**src/rtl/alu_multiword_sequencer_pkg.sv**
```systemverilog
// Shared opcode encoding and sequencer state type for the narrow ALU,
// the multiword sequencer and anything that issues commands to them.
package alu_multiword_sequencer_pkg;

  localparam logic [3:0] OP_ADD       = 4'd1;
  localparam logic [3:0] OP_ADD_CARRY = 4'd2;
  localparam logic [3:0] OP_SUB       = 4'd3;
  localparam logic [3:0] OP_INC       = 4'd4;
  localparam logic [3:0] OP_DEC       = 4'd5;
  localparam logic [3:0] OP_AND       = 4'd6;
  localparam logic [3:0] OP_NOT       = 4'd7;
  localparam logic [3:0] OP_ROL       = 4'd8;
  localparam logic [3:0] OP_ROR       = 4'd9;

  typedef enum logic [1:0] {
    IDLE = 2'd0,
    EXEC = 2'd1,
    DONE = 2'd2
  } state_t;

  // Rotates have no meaningful chunked form, so only 1..7 run at wide width.
  function automatic logic is_wide_op(input logic [3:0] op);
    return (op >= OP_ADD) && (op <= OP_NOT);
  endfunction

  // Carry fed into the least significant chunk for each wide opcode.
  function automatic logic initial_carry(input logic [3:0] op, input logic cin);
    case (op)
      OP_ADD_CARRY:   return cin;
      OP_SUB, OP_INC: return 1'b1;
      default:        return 1'b0;
    endcase
  endfunction

endpackage

```
**src/rtl/alu_multiword_sequencer_if.sv**
```systemverilog
// Command/response handshake bundle between the issue logic (master)
// and the multiword sequencer (slave).
interface alu_multiword_sequencer_if #(
  parameter int BUS_WIDTH = 8,
  parameter int WORDS     = 4
);
  localparam int W = BUS_WIDTH * WORDS;

  logic         cmd_valid;
  logic         cmd_ready;
  logic [3:0]   cmd_opcode;
  logic [W-1:0] cmd_a;
  logic [W-1:0] cmd_b;
  logic         cmd_carry_in;

  logic         rsp_valid;
  logic         rsp_ready;
  logic [W-1:0] rsp_y;
  logic         rsp_carry_out;
  logic         rsp_borrow;
  logic         rsp_zero;
  logic         rsp_parity;
  logic         rsp_invalid;

  modport master (
    output cmd_valid, cmd_opcode, cmd_a, cmd_b, cmd_carry_in, rsp_ready,
    input  cmd_ready, rsp_valid, rsp_y, rsp_carry_out, rsp_borrow,
           rsp_zero, rsp_parity, rsp_invalid
  );

  modport slave (
    input  cmd_valid, cmd_opcode, cmd_a, cmd_b, cmd_carry_in, rsp_ready,
    output cmd_ready, rsp_valid, rsp_y, rsp_carry_out, rsp_borrow,
           rsp_zero, rsp_parity, rsp_invalid
  );

endinterface

```
**src/rtl/alu_multiword_sequencer_alu.sv**
```systemverilog
// Single-width combinational ALU; the multiword sequencer steps it one
// chunk per clock.
module ALU
  import alu_multiword_sequencer_pkg::*;
#(
  parameter int BUS_WIDTH = 8
) (
  input  logic [3:0]           opcode,
  input  logic [BUS_WIDTH-1:0] a,
  input  logic [BUS_WIDTH-1:0] b,
  input  logic                 carry_in,
  output logic [BUS_WIDTH-1:0] y,
  output logic                 carry_out,
  output logic                 borrow,
  output logic                 zero,
  output logic                 parity,
  output logic                 invalid_op
);

  localparam logic [BUS_WIDTH:0] ONE = {{BUS_WIDTH{1'b0}}, 1'b1};

  logic [BUS_WIDTH:0] ext;

  always_comb begin
    ext        = '0;
    y          = '0;
    carry_out  = 1'b0;
    borrow     = 1'b0;
    invalid_op = 1'b0;
    case (opcode)
      OP_ADD: begin
        ext       = {1'b0, a} + {1'b0, b};
        y         = ext[BUS_WIDTH-1:0];
        carry_out = ext[BUS_WIDTH];
      end
      OP_ADD_CARRY: begin
        ext       = {1'b0, a} + {1'b0, b} + {{BUS_WIDTH{1'b0}}, carry_in};
        y         = ext[BUS_WIDTH-1:0];
        carry_out = ext[BUS_WIDTH];
      end
      OP_SUB: begin
        ext    = {1'b0, a} - {1'b0, b};
        y      = ext[BUS_WIDTH-1:0];
        borrow = ext[BUS_WIDTH];
      end
      OP_INC: begin
        ext       = {1'b0, a} + ONE;
        y         = ext[BUS_WIDTH-1:0];
        carry_out = ext[BUS_WIDTH];
      end
      OP_DEC: begin
        ext    = {1'b0, a} - ONE;
        y      = ext[BUS_WIDTH-1:0];
        borrow = ext[BUS_WIDTH];
      end
      OP_AND: y = a & b;
      OP_NOT: y = ~a;
      // Rotates report the bit that wrapped around as carry_out.
      OP_ROL: begin
        y         = {a[BUS_WIDTH-2:0], a[BUS_WIDTH-1]};
        carry_out = a[BUS_WIDTH-1];
      end
      OP_ROR: begin
        y         = {a[0], a[BUS_WIDTH-1:1]};
        carry_out = a[0];
      end
      default: invalid_op = 1'b1;
    endcase
    zero   = (y == '0);
    parity = ^y;
  end

endmodule

```
**src/rtl/alu_multiword_sequencer.sv**
```systemverilog
// Runs the narrow ALU across WORDS chunks, LSB first, chaining carry in a
// register and folding per-chunk zero/parity into wide response flags.
module alu_multiword_sequencer
  import alu_multiword_sequencer_pkg::*;
#(
  parameter int BUS_WIDTH = 8,
  parameter int WORDS     = 4
) (
  input logic                    clk,
  input logic                    reset,
  alu_multiword_sequencer_if.slave bus
);

  localparam int W     = BUS_WIDTH * WORDS;
  localparam int IDX_W = $clog2(WORDS);
  localparam logic [IDX_W-1:0] LAST_IDX = IDX_W'(WORDS - 1);
  localparam logic [IDX_W-1:0] IDX_ONE  = IDX_W'(1);

  state_t               state, next_state;
  logic [IDX_W-1:0]     idx;
  logic [3:0]           op_q;
  logic [W-1:0]         a_q, b_q;
  logic                 carry_q, zero_acc, parity_acc;
  logic                 accept, last_chunk;

  logic [3:0]           alu_op;
  logic [BUS_WIDTH-1:0] alu_a, alu_b, alu_y;
  logic                 alu_cout, alu_zero, alu_parity;
  logic                 alu_borrow_unused, alu_invalid_unused;

  assign accept     = bus.cmd_valid & bus.cmd_ready;
  assign last_chunk = (state == EXEC) && (idx == LAST_IDX);

  always_ff @(posedge clk or posedge reset) begin
    if (reset) state <= IDLE;
    else       state <= next_state;
  end

  always_comb begin
    next_state    = state;
    bus.cmd_ready = 1'b0;
    bus.rsp_valid = 1'b0;
    case (state)
      IDLE: begin
        bus.cmd_ready = !reset;
        if (bus.cmd_valid && !reset)
          next_state = is_wide_op(bus.cmd_opcode) ? EXEC : DONE;
      end
      EXEC: if (last_chunk) next_state = DONE;
      DONE: begin
        bus.rsp_valid = 1'b1;
        if (bus.rsp_ready) next_state = IDLE;
      end
      default: next_state = IDLE;
    endcase
  end

  // Arithmetic ops all map onto add-with-carry; only the B chunk and the
  // initial carry (loaded at accept) distinguish them.
  always_comb begin
    alu_op = OP_ADD_CARRY;
    alu_a  = a_q[idx*BUS_WIDTH +: BUS_WIDTH];
    alu_b  = b_q[idx*BUS_WIDTH +: BUS_WIDTH];
    case (op_q)
      OP_SUB: alu_b  = ~b_q[idx*BUS_WIDTH +: BUS_WIDTH];
      OP_INC: alu_b  = '0;
      OP_DEC: alu_b  = '1;
      OP_AND: alu_op = OP_AND;
      OP_NOT: alu_op = OP_NOT;
      default: ;
    endcase
  end

  ALU #(.BUS_WIDTH(BUS_WIDTH)) u_alu (
    .opcode    (alu_op),
    .a         (alu_a),
    .b         (alu_b),
    .carry_in  (carry_q),
    .y         (alu_y),
    .carry_out (alu_cout),
    .borrow    (alu_borrow_unused),
    .zero      (alu_zero),
    .parity    (alu_parity),
    .invalid_op(alu_invalid_unused)
  );

  always_ff @(posedge clk or posedge reset) begin
    if (reset) begin
      idx               <= '0;
      op_q              <= '0;
      a_q               <= '0;
      b_q               <= '0;
      carry_q           <= 1'b0;
      zero_acc          <= 1'b0;
      parity_acc        <= 1'b0;
      bus.rsp_y         <= '0;
      bus.rsp_carry_out <= 1'b0;
      bus.rsp_borrow    <= 1'b0;
      bus.rsp_zero      <= 1'b0;
      bus.rsp_parity    <= 1'b0;
      bus.rsp_invalid   <= 1'b0;
    end else if (accept) begin
      idx        <= '0;
      op_q       <= bus.cmd_opcode;
      a_q        <= bus.cmd_a;
      b_q        <= bus.cmd_b;
      carry_q    <= initial_carry(bus.cmd_opcode, bus.cmd_carry_in);
      zero_acc   <= 1'b1;
      parity_acc <= 1'b0;
      bus.rsp_invalid <= !is_wide_op(bus.cmd_opcode);
      if (!is_wide_op(bus.cmd_opcode)) begin
        bus.rsp_y         <= '0;
        bus.rsp_carry_out <= 1'b0;
        bus.rsp_borrow    <= 1'b0;
        bus.rsp_zero      <= 1'b1;
        bus.rsp_parity    <= 1'b0;
      end
    end else if (state == EXEC) begin
      bus.rsp_y[idx*BUS_WIDTH +: BUS_WIDTH] <= alu_y;
      carry_q    <= alu_cout;
      zero_acc   <= zero_acc & alu_zero;
      parity_acc <= parity_acc ^ alu_parity;
      // Subtract/decrement run as add of the complement, so borrow is ~carry.
      if (last_chunk) begin
        idx               <= '0;
        bus.rsp_zero      <= zero_acc & alu_zero;
        bus.rsp_parity    <= parity_acc ^ alu_parity;
        bus.rsp_carry_out <= alu_cout & ((op_q == OP_ADD) || (op_q == OP_ADD_CARRY) || (op_q == OP_INC));
        bus.rsp_borrow    <= ~alu_cout & ((op_q == OP_SUB) || (op_q == OP_DEC));
      end else begin
        idx <= idx + IDX_ONE;
      end
    end
  end

endmodule

```
**src/flat_wrapper.sv**
```systemverilog
// flat-port wrapper written by rule: the top's interface ports become plain ports
module alu_multiword_sequencer_flat import alu_multiword_sequencer_pkg::*;
#(
  parameter int BUS_WIDTH = 8,
  parameter int WORDS     = 4
)
  (clk, reset, bus_cmd_valid, bus_cmd_opcode, bus_cmd_a, bus_cmd_b, bus_cmd_carry_in, bus_rsp_ready, bus_cmd_ready, bus_rsp_valid, bus_rsp_y, bus_rsp_carry_out, bus_rsp_borrow, bus_rsp_zero, bus_rsp_parity, bus_rsp_invalid);
  alu_multiword_sequencer_if #(.BUS_WIDTH(BUS_WIDTH), .WORDS(WORDS)) bus_i ();
  input logic clk;
  input logic reset;
  input wire logic [$bits(bus_i.cmd_valid)-1:0] bus_cmd_valid;
  input wire logic [$bits(bus_i.cmd_opcode)-1:0] bus_cmd_opcode;
  input wire logic [$bits(bus_i.cmd_a)-1:0] bus_cmd_a;
  input wire logic [$bits(bus_i.cmd_b)-1:0] bus_cmd_b;
  input wire logic [$bits(bus_i.cmd_carry_in)-1:0] bus_cmd_carry_in;
  input wire logic [$bits(bus_i.rsp_ready)-1:0] bus_rsp_ready;
  output wire logic [$bits(bus_i.cmd_ready)-1:0] bus_cmd_ready;
  output wire logic [$bits(bus_i.rsp_valid)-1:0] bus_rsp_valid;
  output wire logic [$bits(bus_i.rsp_y)-1:0] bus_rsp_y;
  output wire logic [$bits(bus_i.rsp_carry_out)-1:0] bus_rsp_carry_out;
  output wire logic [$bits(bus_i.rsp_borrow)-1:0] bus_rsp_borrow;
  output wire logic [$bits(bus_i.rsp_zero)-1:0] bus_rsp_zero;
  output wire logic [$bits(bus_i.rsp_parity)-1:0] bus_rsp_parity;
  output wire logic [$bits(bus_i.rsp_invalid)-1:0] bus_rsp_invalid;
  assign bus_i.cmd_valid = bus_cmd_valid;
  assign bus_i.cmd_opcode = bus_cmd_opcode;
  assign bus_i.cmd_a = bus_cmd_a;
  assign bus_i.cmd_b = bus_cmd_b;
  assign bus_i.cmd_carry_in = bus_cmd_carry_in;
  assign bus_i.rsp_ready = bus_rsp_ready;
  assign bus_cmd_ready = bus_i.cmd_ready;
  assign bus_rsp_valid = bus_i.rsp_valid;
  assign bus_rsp_y = bus_i.rsp_y;
  assign bus_rsp_carry_out = bus_i.rsp_carry_out;
  assign bus_rsp_borrow = bus_i.rsp_borrow;
  assign bus_rsp_zero = bus_i.rsp_zero;
  assign bus_rsp_parity = bus_i.rsp_parity;
  assign bus_rsp_invalid = bus_i.rsp_invalid;
  alu_multiword_sequencer #(.BUS_WIDTH(BUS_WIDTH), .WORDS(WORDS)) u_core (.clk(clk), .reset(reset), .bus(bus_i));
endmodule
```
**config.mk**
```make
export PLATFORM = sky130hd
export DESIGN_NAME = alu_multiword_sequencer_flat
export DESIGN_NICKNAME = d
export VERILOG_FILES = /design/src/rtl/alu_multiword_sequencer_pkg.sv /design/src/rtl/alu_multiword_sequencer_if.sv /design/src/rtl/alu_multiword_sequencer_alu.sv /design/src/rtl/alu_multiword_sequencer.sv /design/src/flat_wrapper.sv
export SDC_FILE = /design/constraint.sdc
export NUM_CORES = 1
export LEC_CHECK = 0
export BUFFER_PORTS_ARGS = -buffer_cell sky130_fd_sc_hd__buf_2
export CAP_MARGIN = 20
export CORE_ASPECT_RATIO = 2
export CORE_MARGIN = 10
export CORE_UTILIZATION = 30
export CTS_CLUSTER_SIZE = 14
export DETAILED_ROUTE_END_ITERATION = 6
export GPL_TIMING_DRIVEN = 0
export SLEW_MARGIN = 15
export SYNTH_ARGS = -nofsm -noshare
export SYNTH_HDL_FRONTEND = slang
export SYNTH_HIERARCHICAL = 1
export SYNTH_SLANG_ARGS = --single-unit
```
**constraint.sdc**
```tcl
create_clock -name clk -period 7.3 [get_ports clk]
set_input_delay 0.365 -clock clk [delete_from_list [all_inputs] [get_ports clk]]
set_output_delay 0.365 -clock clk [all_outputs]
set_load 0.01 [all_outputs]
```
# Yosys cells after proc, flatten, opt, wreduce, memory -nomap -nowiden

Index checks and enable logic that the tools add are counted.

Bits in registers: 112
Logic and storage cells: 118

Add/subtract/negate cells: 7
Magnitude comparators: 2
Equality and inequality tests: 26
Shift-type cells: 4
Muxes and demuxes: 39
Bitwise operators: 9
Reduce and logical (&&, ||, !) cells: 17

Operators by type and width:

| kind                                                   | number |
|---|---|
| two-way mux 32 bit                                     | 3 |
| case mux 8 bit (9 select lines)                        | 1 |
| variable part select 32 x 6 -> 8 bit                   | 2 |
| == test 4 x 3 -> 1 bit (second input constant)         | 9 |
| negation 5 -> 34 bit                                   | 1 |
| variable shift 8 x 34 -> 32 bit (first input constant) | 1 |
| variable part select 8 x 34 -> 32 bit                  | 1 |
| bitwise mux 32 bit                                     | 1 |
| == test 4 x 2 -> 1 bit (second input constant)         | 6 |
| case mux 8 bit (3 select lines)                        | 1 |
| two-way mux 1 bit                                      | 22 |
| NOT 8 bit                                              | 2 |
| two-way mux 2 bit                                      | 7 |
| adder 8 x 1 -> 9 bit (second input constant)           | 1 |
| adder 8 x 8 -> 9 bit                                   | 1 |
| adder 9 x 1 -> 9 bit                                   | 1 |
| bitwise AND 8 bit                                      | 1 |
| == test 4 x 1 -> 1 bit (second input constant)         | 2 |
| == test 4 bit (second input constant)                  | 2 |
| zero test 8 bit                                        | 1 |
| XOR reduction 8 bit                                    | 1 |
| subtractor 8 x 1 -> 8 bit (second input constant)      | 1 |
| subtractor 8 bit                                       | 1 |
| case mux 2 bit (3 select lines)                        | 1 |
| 21 further kinds                                       | 34 |

# Longest topological paths before layout

Gate-level depths: netlist of run 1.

Word-level depth: 11
Depth in mapped cells: 21

# Cells and area by module

Netlist of run 1, hierarchy kept.

Modules (own cells, without submodules):

| module                  | instances | cells each | area each (um2) |
|---|---|---|---|
| alu_multiword_sequencer | 1         | 555        | 5217.5 |
| ALU                     | 1         | 297        | 1971.9 |

# Least setup slack after synthesis of run 1

Ideal clock, no wire load.

Path type: register -> register
Start: register u_core.idx[0]
End: register u_core.bus.rsp_parity
Arrival time: 4.502 ns
Required time: 7.182 ns
Setup slack: 2.680 ns
Cell stages (with the launch flop): 21
Buffers on the path: 3
Period minus slack after synthesis: 4.620 ns
Cells stage by stage: dfrtp_1 buf_4 buf_6 buf_2 mux4_2 ha_1 inv_1 fa_1 nor3_1 or4_4 a222oi_1 nand3_1 xnor2_1 nand2_1 and4_1 ha_1 xnor2_1 xnor2_1 xnor2_1 nor3_1 a21o_1

Elaborated cells on any way between the ends: 21

RTL lines:

| item                                     | line                                                                 | RTL |
|---|---|---|
| start: declaration                       | alu_multiword_sequencer.sv:20                                        | `logic [IDX_W-1:0] idx;` |
| start signal: assignment                 | alu_multiword_sequencer.sv:131                                       | `idx <= idx + IDX_ONE;` |
| variable part select 32 x 6 -> 8 bit (*) | alu_multiword_sequencer.sv:62                                        | `alu_a = a_q[idx*BUS_WIDTH +: BUS_WIDTH];` |
| via u_core.alu_a[0]                      | alu_multiword_sequencer.sv:27                                        | `logic [BUS_WIDTH-1:0] alu_a, alu_b, alu_y;` |
| adder 8 x 8 -> 9 bit                     | alu_multiword_sequencer_alu.sv:32, alu_multiword_sequencer_alu.sv:37 |  |
| adder 9 x 1 -> 9 bit                     | alu_multiword_sequencer_alu.sv:37                                    | `ext = {1'b0, a} + {1'b0, b} + {{BUS_WIDTH{1'b0}}, carry_in};` |
| case mux 8 bit (9 select lines) (*)      | alu_multiword_sequencer_alu.sv:30                                    | `case (opcode)` |
| XOR reduction 8 bit (*)                  | alu_multiword_sequencer_alu.sv:70                                    | `parity = ^y;` |
| via u_core.alu_parity                    | alu_multiword_sequencer.sv:28                                        | `logic alu_cout, alu_zero, alu_parity;` |
| bitwise XOR 1 bit (*)                    | alu_multiword_sequencer.sv:127                                       | `bus.rsp_parity <= parity_acc ^ alu_parity;` |
| two-way mux 1 bit (*)                    | alu_multiword_sequencer.sv:124                                       | `if (last_chunk) begin` |
| two-way mux 1 bit (*)                    | alu_multiword_sequencer.sv:118                                       | `end else if (state == EXEC) begin` |
| two-way mux 1 bit (*)                    | alu_multiword_sequencer.sv:102                                       | `end else if (accept) begin` |
| end signal: assignment                   | alu_multiword_sequencer.sv:127                                       |  |
| end: declaration                         | alu_multiword_sequencer_if.sv:34                                     | `rsp_zero, rsp_parity, rsp_invalid` |

The timed path passes the listed nets; every way through them passes the cells marked *. The select of a mux whose other input is x is not followed.
A chain may end at the register's enable or synchronous reset.

# Worst setup path in the final report of run 1

Start: register u_core.idx[1]
End: register u_core.bus.rsp_parity

The elaborated chain is that of the path after synthesis.

==> results of run 1 <==
[cell usage in the layout, fill, tap and decap left out, drive strengths merged, types with 14 or more instances in the layout]
cell type,count
nand2,275
buf,138
dfrtp,112
inv,41
o21ai,39
clkbuf,37
nor2,33
mux2i,30
ha,29
nand3,28
a21oi,23
nor3,19
xnor2,16
mux4,16
nor2b,14
[critical path: stages (launching register included)]
cell and delay [ns]:
dfrtp_1 0.39, clkbuf_1 0.43, clkbuf_1 0.62, mux4_2 0.56
inv_1 0.16, fa_1 0.52, nor3_1 0.28, o31ai_1 0.16
a221oi_2 0.30, mux2i_1 0.21, mux2i_1 0.10, xnor2_1 0.18
a31oi_1 0.29, ha_1 0.30, xor2_1 0.16, xnor2_1 0.35
xnor2_1 0.17, nor3_1 0.06, a21o_1 0.15
[final cells by class]
type / count / area share
sequential: 112 / 0.3339
buffer: 52 / 0.03041
clock buffer: 11 / 0.03011
inverter: 39 / 0.01804
clock inverter: 4 / 0.004472
tap: 283 / 0.04219
timing repair buffer: 112 / 0.06947
multi-input combinational: 645 / 0.4714
[through the flow]
stage | cell area, µm² | utilization | instances | total power [µW]
floorplan | 7161 | - | 848 | 3529
global placement | 8070 | 0.3460 | 1242 | 4377
detailed placement | 8103 | 0.3474 | 1243 | 4430
CTS | 8393 | 0.3598 | 1258 | 4946
global route | 8393 | 0.3598 | 1258 | 5373
finish | 8393 | 0.3598 | 1258 | 4925
[worst max path at each step]
stage / from / end / slack [ns] / cells past startpoint
2_1_floorplan: u_core/idx[0] / u_core/bus.rsp_parity / 2.68 / 20
3_3_place_gp: u_core/idx[1] / u_core/bus.rsp_parity / 1.79 / 18
3_5_place_dp: u_core/idx[1] / u_core/bus.rsp_parity / 1.77 / 18
4_1_cts: u_core/idx[1] / u_core/bus.rsp_parity / 1.75 / 18
5_1_grt: u_core/idx[1] / u_core/bus.rsp_parity / 1.38 / 18
6_report: u_core/idx[1] / u_core/bus.rsp_parity / 1.81 / 18
[flip-flops by register name, indices dropped and copies added (netlist names)]
register and cells:
u_core/a_q 32, u_core/b_q 32, u_core/bus.rsp_borrow 1, u_core/bus.rsp_carry_out 1, u_core/bus.rsp_invalid 1, u_core/bus.rsp_parity 1
u_core/bus.rsp_y 32, u_core/bus.rsp_zero 1, u_core/carry_q 1, u_core/idx 2, u_core/op_q 4, u_core/parity_acc 1
u_core/state 2, u_core/zero_acc 1
[power breakdown]
part / leakage [µW] / total (µW) / switching, µW / internal (µW)
Sequential: 0.00145 / 977 / 137 / 840
Combinational: 0.00244 / 3460 / 2060 / 1400
Clock: 0.000144 / 491 / 237 / 253
Total: 0.00403 / 4920 / 2430 / 2490
[routing by layer]
layer | vias up | GRT usage
met5 | - | 0
met4 | 0 | 0.09941
met3 | 49 | 0.02865
met2 | 176 | 0.2895
met1 | 2980 | 0.1431
li1 | 3108 | -
==> summary.md, run 1 <==
| Metric | Value |
|---|---|
| Placer congestion estimate | ~0.95 |
| Metal2 WL | 12860 µm |
| Worst-Margin Slew | 0.9685 ns |
| Final Cycle Share | 0.7521 |
| Reg2reg end | u_core/bus.rsp_parity |
| Core ar. | 23330 µm² |
| Place WS | 1.767 ns |
| Post-Syn Area | 7142 µm² |
| CTS buffer count | 9 |
| Die width | 129.1 µm |
| Die Ht | 238.2 µm |
| WP data required | approximately 7.6 ns |
| Die area | 30750 µm² |
| Final WL | 22980 µm |
| Post-DR wirelength/cell | 18.27 µm |
| Status | finished, final reports clean |
| Min cycle time layout | 5.490 ns |
| Arr. time, crit path | between 5 and 6 ns |
| VDD IR max | 0.2940 mV |
| Clock slew at reported path FFs | approximately 0.080 ns |
| Area delta synth->final | 17.52% |
| Met3 wire len | 792 µm |
| F_max | between 150 and 200 MHz |
| Reg2Reg Depth | 18 |
| RSZ-0062 raised after global routing | false |
| Startpoint types | flop |
| Final setup fails | 0 |
| Global route overflow | 0 |
| Vias per inst | 5.018 |
| Number of max-cap violations | 0 |
| Worst setup EP type | flop |
| Final Hold Vio Count | 0 |
| Starting density of the core | 0.3062 |
| # nets final | 1075 |
| CTS hold repair buffers | 0 |
| Seq. cell area | 2803 µm² |
| Clock Tree Buf Depth | 2 |
| Ys Warns | 6 |
| Met1 Wirelength | 8016 µm |
| # port buffers | 111 |
| Cells after synthesis | around 840 |
| Final WS setup | 1.810 ns |
| Largest net degree at the start of global routing | 75 |
| Top sig layer | met4 |
| Final max-slew violation count | 0 |
| First-pass GRT wire length | 36040 µm |
| Root buf cell | clkbuf_16 |
| Filler cell count | 2507 |
| Initial antenna violation count | 0 |
| HP Class | primary input to async pin |
| Detailed router's first-iteration violation count | 383 |
| Vias | 6313 |
| Row Count | 79 |
| Share of layout cells above drive strength 1 | 0.1887 |
| Global Route Usage Sum | 0.1528 |
| PD cells | 586.7 nW/µm² |
| Multi-input logic area | 3956 µm² |
| Clock sinks | 112 |
| R2R Setup Slk | 1.81 ns |
| CTS tree | done |
| Relative slew slack | 0.3484 |
| Total negative setup slack | 0 ns |
| FF-to-FF Start | u_core/idx[1] |
| Htree depth | 3 |
| # IOs | about 110 |
| Post-CTS Resized | 0 |
| Max FO, Critical Path | 12 |
| Clock latency on the worst-skew pair | 0.37 ns |
| Critical path class | flop to flop |
| Antenna cells | 0 |
| Post-detail-place hpwl | 18560 µm |
| Worst Skew | 0.01278 ns |
| Syn Area/Cell | 8.472 µm² |
| Antenna-violating nets left | 0 |
| Post-CTS Setup Inserts | 0 |
| Drt pass-1 iters | 4 |
| Pleak | about 0.0040 µW |
| Vias in the first global route | 6665 |
| DRC Markers | 0 |
| Worst hold margin | 0.02016 ns |
Note: power is estimated with default switching activity, not from simulation.
==> run 2: changes to the inputs <==
Clock period 7.3 ns to 5.6 ns, I/O delays scaled along.
==> summary.md, run 2 (synthesized netlist as in run 1, its figures left out) <==
| Metric | Value |
|---|---|
| Clock Tree Buf Depth | 2 (unchanged) |
| Crit path largest cell delay | 0.59 ns (-0.03 ns) |
| PD cells | 775.1 nW/µm² (+32%) |
| F_max | 193.5 MHz (+6.2%) |
| Logic pwr share | 0.708 (+0.006) |
| Worst hold margin | 0.09367 ns (+0.07351 ns) |
| Core ar. | 23330 µm² (unchanged) |
| Busiest grt layer | met2 |
| Antenna cells | 0 (unchanged) |
| WP buf/inv | 6 (+3) |
| Clock slew at reported path FFs | 0.08 ns (about the same) |
| RSZ-0062 raised after global routing | false |
| Placer congestion estimate | 0.9497 (unchanged) |
| Worst-Margin Slew | 0.9555 ns (-0.01299 ns) |
| Starting density of the core | 0.3062 (unchanged) |
| DRC Markers | 0 (unchanged) |
| Routing usage on met3 | 0.02865 (unchanged) |
| Pleak | 0.004057 µW (+0.63%) |
| Most frequent cells in the layout | nand2_1, buf_2, dfrtp_1 |
| Htree depth | 3 (unchanged) |
| Vias | 6334 (+0.33%) |
| Area delta synth->final | 18.11% |
| Global Route Usage Sum | 0.1529 (about the same) |
| Global route overflow | 0 (unchanged) |
| Status | finished, final reports clean |
| First-pass GRT wire length | 36070 µm (about the same) |
| Final max-slew violation count | 0 (unchanged) |
| CTS tree | done |
| Slowest CP cell | mux4_2 |
| Min cycle time layout | 5.169 ns (-0.3212 ns) |
| Drt pass-1 iters | 5 (+1) |
| Final WL | 22970 µm (about the same) |
| HP Class | primary input to flop |
| Largest net degree at the start of global routing | 75 (unchanged) |
| Clock network fraction of total power | 0.098 (-0.002) |
| Net Sw Power | 3206 µW (+32%) |
| Crit-path leading delay family | compound AO/OA/AOI/OAI gates |
| Vias in the first global route | 6671 (+0.090%) |
| Startpoint types | flop |
| GR Util met2 | 0.2898 (+0.0003125) |
| # port buffers | 111 (unchanged) |
| Final setup fails | 0 (unchanged) |
| Max FO, Critical Path | 10 (-2) |
| Die area | 30750 µm² (unchanged) |
| Die width | 129.1 µm (unchanged) |
| Number of max-cap violations | 0 (unchanged) |
| Final WS setup | 0.4308 ns (-1.379 ns) |
| M1 GR Usage | 0.1432 (about the same) |
| Relative slew slack | 0.3571 (+0.008737) |
| Final Hold Vio Count | 0 (unchanged) |
| Largest registers | u_core/a_q: 32 flops, u_core/b_q: 32 flops, u_core/bus.rsp_y: 32 flops |
| Place WS | 0.06698 ns (-1.700 ns) |
| Detailed router's first-iteration violation count | 382 (-0.26%) |
| Clock sinks | 112 (unchanged) |
| CP Cell Sequence | buf_4 > buf_6 > clkbuf_4 > mux4_2 > clkbuf_1 > inv_1 > ha_1 > inv_1 > fa_1 > a21o_1 > a21oi_1 > xnor2_1 > a211oi_1 > o221a_2 > ha_1 > xor2_1 > xnor2_2 > xnor2_1 > nor3_1 > a21o_1 |
| Worst Skew | 0.01226 ns (-0.0005231 ns) |
| Vias per inst | 5.027 (+0.17%) |
| Post-DR wirelength/cell | 18.23 µm (-0.22%) |
| Clock latency on the worst-skew pair | 0.37 ns (about the same) |
| Final Cycle Share | 0.9231 (+0.1710) |
| Internal Dissipation | 3333 µW (+34%) |
| Sw Share | 0.4903 (-0.003807) |
| WP data required | 5.87 ns (-1.70 ns) |
| Antenna-violating nets left | 0 (unchanged) |
| # nets final | 1077 (+0.19%) |
| Row Count | 79 (unchanged) |
| CTS buffer count | 9 (unchanged) |
| Arr. time, crit path | 5.44 ns (-0.32 ns) |
| VDD IR max | 0.4218 mV (+43%) |
| Root buf cell | clkbuf_16 |
| Initial antenna violation count | 0 (unchanged) |
| Critical path class | flop to flop |
| Flop pwr share | 0.195 (-0.003) |
| Commonest non-fill, non-tap cell in the layout | nand2_1 |
| Total negative setup slack | 0 ns (unchanged) |
| Worst setup EP type | flop |
| Share of layout cells above drive strength 1 | 0.1924 (+0.003708) |
| Post-detail-place hpwl | 18560 µm (unchanged) |
| # IOs | 112 (unchanged) |
| Die Ht | 238.2 µm (unchanged) |
run 2: cell types whose count changed in the layout (fill, tap and decap cells not counted), sizes merged:
| cell | before | now |
|---|---|---|
| clkbuf | 37 | 38 |
| dlygate4sd3 | 0 | 1 |
run 2: layout make-up:
type                    count  area, µm²
plain buffers              52      260.3
clock buffers              11      252.7
clock inverters             4      37.54
fillers                  2501      14890
inverters                  39      151.4
multi-input cells         645       3964
flip-flops and latches    112       2803
well taps                 283      354.1
repair buffers            114      613.1
run 2: worst min-delay path, stage by stage:
cell and delay, ns:
buf_2 0.07, nand2_1 0.04, nand2_1 0.04
run 2: what timing repair did:
action                                  in CTS  in global routing
hold buffers                                 1                  0
buffers inserted                             0                  1
resized for setup                            0                  6
endpoints found under the setup margin       0                  2
hold endpoints to repair                    38                  0
run 2: metrics by stage:
stage                 util  instance area [µm²]  power, µW  cells
CTS                 0.3602                 8403       6447   1259
finish              0.3616                 8436       6538   1260
floorplan                -                 7161       4600    848
global route        0.3616                 8436       7135   1260
detailed placement  0.3474                 8103       5775   1243
global placement    0.3460                 8070       5706   1242
run 2: path summary, 6_finish.rpt:
check | from | to | slack (ns) | cells after the start
max | u_core/idx[0] | u_core/bus.rsp_parity | 0.43 | 20
max in group asynchronous | reset | u_core/a_q[2] | 4.40 | 4
min reg2reg | u_core/b_q[21] | u_core/b_q[21] | 0.47 | 2
min in group asynchronous | reset | u_core/bus.rsp_parity | 0.49 | 3
max reg2reg | u_core/idx[0] | u_core/bus.rsp_parity | 0.43 | 20
min | bus_cmd_b[17] | u_core/b_q[17] | 0.09 | 3
run 2: power by group through the flow:
stage                     Sequential [µW]  Clock, µW  Combinational (µW)
after floorplan                      1240          0                3360
after global placement               1280          0                4430
after detailed placement             1290          0                4480
after CTS                            1270        664                4510
after global routing                 1310        689                5140
final                                1270        639                4630
run 2: routing by layer:
layer / vias to the layer above / wire [µm]
met3: 52 / 850
met2: 175 / 12830
met4: 0 / 1339
li1: 3114 / -
met5: - / 0
met1: 2993 / 7942
